File: config.mk
export PLATFORM = sky130hd
export DESIGN_NAME = apu_frame_sequencer
export DESIGN_NICKNAME = d
export VERILOG_FILES = /design/src/rtl/apu_frame_sequencer.sv
export SDC_FILE = /design/constraint.sdc
export NUM_CORES = 1
export LEC_CHECK = 0
export BUFFER_PORTS_ARGS = -buffer_cell sky130_fd_sc_hd__buf_2
export CAP_MARGIN = 20
export CORE_UTILIZATION = 30
export CTS_CLUSTER_SIZE = 16
export DETAILED_ROUTE_END_ITERATION = 10
export MAX_ROUTING_LAYER = met4
export PLACE_DENSITY_LB_ADDON = 0.15
export SKIP_LAST_GASP = 1
export SYNTH_ARGS = -nofsm -noshare
export SYNTH_HDL_FRONTEND = slang
export SYNTH_SLANG_ARGS = --single-unit
File: constraint.sdc
create_clock -name clk -period 5.2 [get_ports clk]
set_input_delay 1.04 -clock clk [delete_from_list [all_inputs] [get_ports clk]]
set_output_delay 1.04 -clock clk [all_outputs]
set_load 0.005 [all_outputs]
File: src/rtl/apu_frame_sequencer.sv
// $4017 frame counter: divides the CPU clock into quarter/half-frame pulses,
// raises the frame IRQ in 4-step mode and applies the parity-delayed sequence reset.
`timescale 1ns/1ps
module apu_frame_sequencer #(
    parameter int unsigned STEP1 = 7457,
    parameter int unsigned STEP2 = 14913,
    parameter int unsigned STEP3 = 22371,
    parameter int unsigned STEP4 = 29829,
    parameter int unsigned STEP5 = 37281,
    parameter int          CNT_W = 16
) (
    input  logic       clk,
    input  logic       rst_n,
    input  logic       wr_en,
    input  logic [7:0] wr_data,
    input  logic       rd_status,
    output logic       quarter_frame,
    output logic       half_frame,
    output logic       frame_irq,
    output logic       mode
);

    localparam logic [CNT_W-1:0] C_STEP1   = CNT_W'(STEP1);
    localparam logic [CNT_W-1:0] C_STEP2   = CNT_W'(STEP2);
    localparam logic [CNT_W-1:0] C_STEP3   = CNT_W'(STEP3);
    localparam logic [CNT_W-1:0] C_STEP4   = CNT_W'(STEP4);
    localparam logic [CNT_W-1:0] C_STEP4M1 = CNT_W'(STEP4 - 1);
    localparam logic [CNT_W-1:0] C_STEP5   = CNT_W'(STEP5);

    logic [CNT_W-1:0] r_cnt;
    logic             r_mode;
    logic             r_inhibit;
    logic             r_irq;
    logic             r_parity;
    logic             r_pend;
    logic             r_pend_mode;
    logic [2:0]       r_delay;
    logic             r_imm;
    logic             r_qf;
    logic             r_hf;

    logic             w_reload;
    logic             w_wrap;
    logic             w_q;
    logic             w_h;
    logic             w_irq_set;
    logic             w_unused_bits;

    assign w_unused_bits = ^wr_data[5:0];

    // A new write on the reload cycle restarts the delay instead of reloading.
    assign w_reload = r_pend && !wr_en && (r_delay == 3'd1);
    assign w_wrap   = r_mode ? (r_cnt == C_STEP5) : (r_cnt == C_STEP4);

    always_comb begin
        w_q       = 1'b0;
        w_h       = 1'b0;
        w_irq_set = 1'b0;
        if (!w_reload) begin
            if (r_cnt == C_STEP1 || r_cnt == C_STEP3) begin
                w_q = 1'b1;
            end
            if (r_cnt == C_STEP2) begin
                w_q = 1'b1;
                w_h = 1'b1;
            end
            if (!r_mode) begin
                if (r_cnt == C_STEP4) begin
                    w_q = 1'b1;
                    w_h = 1'b1;
                end
                if ((r_cnt == C_STEP4M1 || r_cnt == C_STEP4) && !r_inhibit) begin
                    w_irq_set = 1'b1;
                end
            end else if (r_cnt == C_STEP5) begin
                w_q = 1'b1;
                w_h = 1'b1;
            end
        end
    end

    always_ff @(posedge clk or negedge rst_n) begin
        if (!rst_n) begin
            r_cnt       <= '0;
            r_mode      <= 1'b0;
            r_inhibit   <= 1'b0;
            r_irq       <= 1'b0;
            r_parity    <= 1'b0;
            r_pend      <= 1'b0;
            r_pend_mode <= 1'b0;
            r_delay     <= 3'd0;
            r_imm       <= 1'b0;
            r_qf        <= 1'b0;
            r_hf        <= 1'b0;
        end else begin
            r_parity <= ~r_parity;
            r_qf     <= w_q | r_imm;
            r_hf     <= w_h | r_imm;
            r_imm    <= w_reload & r_pend_mode;

            if (w_reload) begin
                r_cnt  <= '0;
                r_mode <= r_pend_mode;
            end else if (w_wrap) begin
                r_cnt <= '0;
            end else begin
                r_cnt <= r_cnt + CNT_W'(1);
            end

            if (wr_en) begin
                r_pend      <= 1'b1;
                r_pend_mode <= wr_data[7];
                r_delay     <= r_parity ? 3'd4 : 3'd3;
                r_inhibit   <= wr_data[6];
            end else if (r_pend) begin
                if (r_delay == 3'd1) begin
                    r_pend <= 1'b0;
                end
                r_delay <= r_delay - 3'd1;
            end

            // Inhibit-write clear beats a same-cycle set; a set beats a status read.
            if (wr_en && wr_data[6]) begin
                r_irq <= 1'b0;
            end else if (w_irq_set) begin
                r_irq <= 1'b1;
            end else if (rd_status) begin
                r_irq <= 1'b0;
            end
        end
    end

    assign quarter_frame = r_qf;
    assign half_frame    = r_hf;
    assign frame_irq     = r_irq;
    assign mode          = r_mode;

endmodule

# After elaboration in Yosys (flattened, before gate mapping)
# Index checks and enable logic that the tools add are counted.
# op_classes
n_mux,26
n_reduce_logical,10
eq_ne,7
n_div,0
magnitude_cmp,0
bitwise,4
mul,0
n_shift,0
add_sub_neg,2
# op_table
op,count
$eq 16x15->1 const B,3
$mux 16,2
$mux 1,21
$add 16x1->16 const B,1
$eq 16x13->1 const B,1
$eq 16x14->1 const B,1
$eq 16x16->1 const B,1
$mux 3,3
$logic_and 1x1->1,4
$eq 3x1->1 const B,1
$reduce_bool 3->1,1
$sub 3x1->3 const B,1
$logic_not 1->1,2
$logic_or 1x1->1,2
$or 1x1->1,2
$reduce_bool 2->1,1
$and 1x1->1,1
$not 1->1,1
# totals
elab_cells,60
input_bits,12
ramBits,0
out_inout_bits,4
register_bits,28
latch_bits,0
n_memories,0
rom_bits,0

# Depth between registers and ports, before layout
# logic_depth
word_depth,8
depth_mapped,7
mapped_depth_nobuf,6

# Worst setup path before layout
# OpenSTA, ideal clock, no wires.
# synth_timing
path_kind,input to register
startpoint,input wr_en
endpoint,"register r_mode, in the netlist mode"
t_arrival_ns,2.006
slack_ns,3.070
stages,4
setup_ns,0.125
cell_sequence,clkbuf_1 -> and4bb_2 -> buf_6 -> mux2_2
# synth_via
elab_chain_cells,3
# synth_rtl
element,line,text
from (decl),14,"input logic wr_en,"
$logic_not 1->1,52,assign w_reload = r_pend && !wr_en && (r_delay == 3'd1);
$logic_and 1x1->1 (2 in series),52,
to (signal assigned),103,r_mode <= r_pend_mode;
to (decl),31,logic r_mode;
# No other way between the ends.
# A chain may end at the register's enable or synchronous reset.

# Final worst setup path
# layout_timing
startpoint,input wr_en
endpoint,"register r_qf, in the netlist quarter_frame"
# layout_via
elab_chain_cells,5
# layout_rtl
element,line,text
$logic_not 1->1,52,
$logic_and 1x1->1 (2 in series),52,
$mux 1,59,if (!w_reload) begin
$or 1x1->1,97,r_qf <= w_q | r_imm;
to (signal assigned),97,
to (decl),39,logic r_qf;
# No other way between the ends.

==> summary.md <==
| Metric | Value |
|---|---|
| Vias in the first global route | `1024` |
| Synth async-reset ratio | `100%` |
| Post-synthesis sequential area ratio | `44.2%` |
| Setup crit end | `quarter_frame` |
| Pwr Density | `between 400 and 500 mW/mm²` |
| CP arrival | `2.31 ns` |
| Clock-pin slew on the worst setup and hold paths | `0.09 ns` |
| Fill cells | `545` |
| Ranking of synthesized cells by area | `dfrtp_1 (44%), nor3_1 (5.7%), xnor2_1 (5.5%), ha_1 (3.9%), buf_6 (2.8%)` |
| Worst path bufs/invs | `1` |
| Post-route ant nets | `0` |
| NumNets Final | `175` |
| Synth Register Bits | `28` |
| Routed WL | `~3000 µm` |
| Total negative slack | `0 ns` |
| Total congestion overflow | `0` |
| Mapped cell area | `0.00159 mm²` |
| Post-Syn Instances | `152` |
| DIE WIDTH | `74.7 µm` |
| Reg2Reg Setup Slack | `3.22 ns` |
| Area Overhead vs Synth | `7.89%` |
| Die Ht | `~75 µm` |
| Critical path type | `input pin to flip-flop` |
| CP Max Fanout | `22` |
| CP Capture Type | `flip-flop` |
| H-Tree Depth | `1` |
| Distinct cells, synth | `44` |
| Reg2Reg Launch Point | `r_cnt[1]` |
| Setup violators final | `0` |
| 1st-iter DRT viols | `59` |
| Crit path launch | `wr_en` |
| Die area | `0.00558 mm²` |
| Layout cell share with drive strength beyond 1 | `about 18%` |
| Num ports | `16` |
| # port buffers | `9` |
| Achievable Freq | `between 400 and 500 MHz` |
| Max IR drop VDD | `0.000160 V` |
| R2R depth | `6` |
| Capturing point of the worst reg2reg path | `quarter_frame` |
| FP Rows | `26` |
| Leakage | `around 0.67 nW` |
| DRC viols | `0` |
| Number of flops mapped to enable cells by yosys | `0` |
| Post-detail-place hpwl | `2220 µm` |
| Period utilisation layout | `41.9%` |
| Max capacitance violation total | `0` |
| PostCTS Resize Cnt | `0` |
| Post-route minimum period | `2.18 ns` |
| RD Place Congestion | `between 0.8 and 0.9` |
| Relative slew slack | `56.5%` |
| CP Launch Type | `input pin` |
| Critical path's largest stage delay | `0.64 ns` |
| Post-synth top cells | `dfrtp_1 (28), nor3_1 (18), xnor2_1 (10)` |
| Worst-path cell chain | `buf_2 -> and4bb_2 -> nor2b_1 -> a21oi_1 -> o311ai_1` |
| Wire per inst | `13.4 µm` |
| First-pass GRT wire length | `5140 µm` |
| Ant diodes | `0` |
| Top-area cell type share of the netlist area | `44.2%` |
| Initial antenna violation count | `0` |
| All-Layer GR Usage | `roughly 13%` |
| Average cell area after synthesis | `10.4 µm²` |
| Hold Buf Count CTS | `0` |
| CTS Sinks | `28` |
| Max Root-Sink Buffers | `2` |
| CTS root buf | `clkbuf_8` |
| TritonCTS clock tree | `done` |
| Worst-Margin Slew | `0.652 ns` |
| Skew final | `0.00246 ns` |
| Synth Flop Type | `dfrtp_1` |
| Worst hold margin | `0.430 ns` |
| Hold Violations, Final | `0` |
| Top delay family on crit path | `simple AND/OR/NAND/NOR gates` |
| Core ar. | `0.00511 mm²` |
| Worst Hold Class | `flip-flop to flip-flop` |
| Initial Util | `between 30% and 40%` |
| Synth area leader | `dfrtp_1` |
| Unrepaired setup endpoints after global routing | `no` |
| Later-pin clock latency in the skew report | `0.27 ns` |
| Top-count cell post-synth | `dfrtp_1` |
| WP depth | `5` |
| Post-CTS setup buffers | `0` |
| Largest net degree at the start of global routing | `29` |
| Detailed Routing Iterations Pass 1 | `4` |
| Vias | `1103` |
| Via-to-Cell Ratio | `4.86` |
| Status | `finished clean` |
| Yosys warnings | `0` |
| Crit-path slowest cell | `and4bb_2` |
| Synthesized Nets | `about 170` |
| CTS buffer count | `3` |
| WP data required | `5.33 ns` |
| Fin. max-slew vios | `0` |
metal layers:
layer / track usage (%) / wire length [µm] / vias up
li1: - / - / 554
met2: 19.7 / 1460 / 6
met3: 3.21 / 59 / 2
met5: - / 0 / -
met1: 16.8 / 1490 / 541
met4: 2.52 / 17 / 0
cell usage in the layout, fill, tap and decap left out, drive strengths merged, types with 2 or more instances in the layout:
cell type  count
ha             5
xnor2         10
xor2           4
nand4bb        2
nand2b         2
dfrtp         28
buf            9
nor4           6
a211oi         2
clkbuf         4
o21ai          3
a21oi          4
nor2           8
nand4          3
nand3          5
nand2          8
or3            5
nor3          18
inv            8
o21a           2
mux2           3
area by class of cell:
type	instances	area, µm²	share of cell area, %
clock buffer	4	55.1	3.22
sequential	28	701	40.9
inverter	8	30.0	1.75
tap	70	87.6	5.12
timing repair buffer	9	45.0	2.63
multi-input combinational	108	793	46.3
worst min-delay path by stage:
stage,slack (ns),cells after the start,from,endpoint
global placement,0.42,1,r_parity,r_parity
detailed placement,0.42,1,r_parity,r_parity
global route,0.44,1,r_parity,r_parity
finish,0.43,1,r_parity,r_parity
CTS,0.43,1,r_parity,r_parity
floorplan,0.39,1,r_parity,r_parity
cell families after synthesis:
kind of cell,after synthesis,synth area share (%)
XOR/XNOR,14,7.73
buffers and inverters,16,5.84
flip-flops,28,44.2
adder cells (fa/ha/maj),5,3.94
AO/OA/AOI/OAI,17,7.97
multiplexers,3,2.13
AND/OR/NAND/NOR,69,28.2
flip-flops by register name, summed over array words and instances, names as in the netlist:
register and flops:
r_cnt 16, r_delay 3, frame_irq 1, half_frame 1
mode 1, quarter_frame 1, r_imm 1, r_inhibit 1
r_parity 1, r_pend 1, r_pend_mode 1
where the power goes:
group          switching, mW  total, mW  internal (mW)
sequential            0.0944      0.366          0.271
clock                 0.0648      0.133         0.0677
combinational         0.0935      0.190         0.0961
total                  0.253      0.688          0.435
through the flow:
stage	power [mW]	instance area [µm²]	util (%)	worst slack, ns	std cells
detailed placement	0.562	1660	32.4	2.72	223
CTS	0.701	1710	33.5	3.01	227
global placement	0.559	1660	32.4	2.71	223
floorplan	0.524	1590	-	3.07	152
finish	0.688	1710	33.5	3.02	227
global route	0.748	1710	33.5	2.87	227
worst register-to-register path: cells and delay by family, from the launching register on:
| family | cells | cell delay, ns |
|---|---|---|
| AND/OR/NAND/NOR | 2 | 0.76 |
| adder cells (fa/ha/maj) | 1 | 0.24 |
| flip-flops | 1 | 0.42 |
| buffers and inverters | 1 | 0.09 |
| AO/OA/AOI/OAI | 2 | 0.37 |
(Power assumes the default switching activity.)
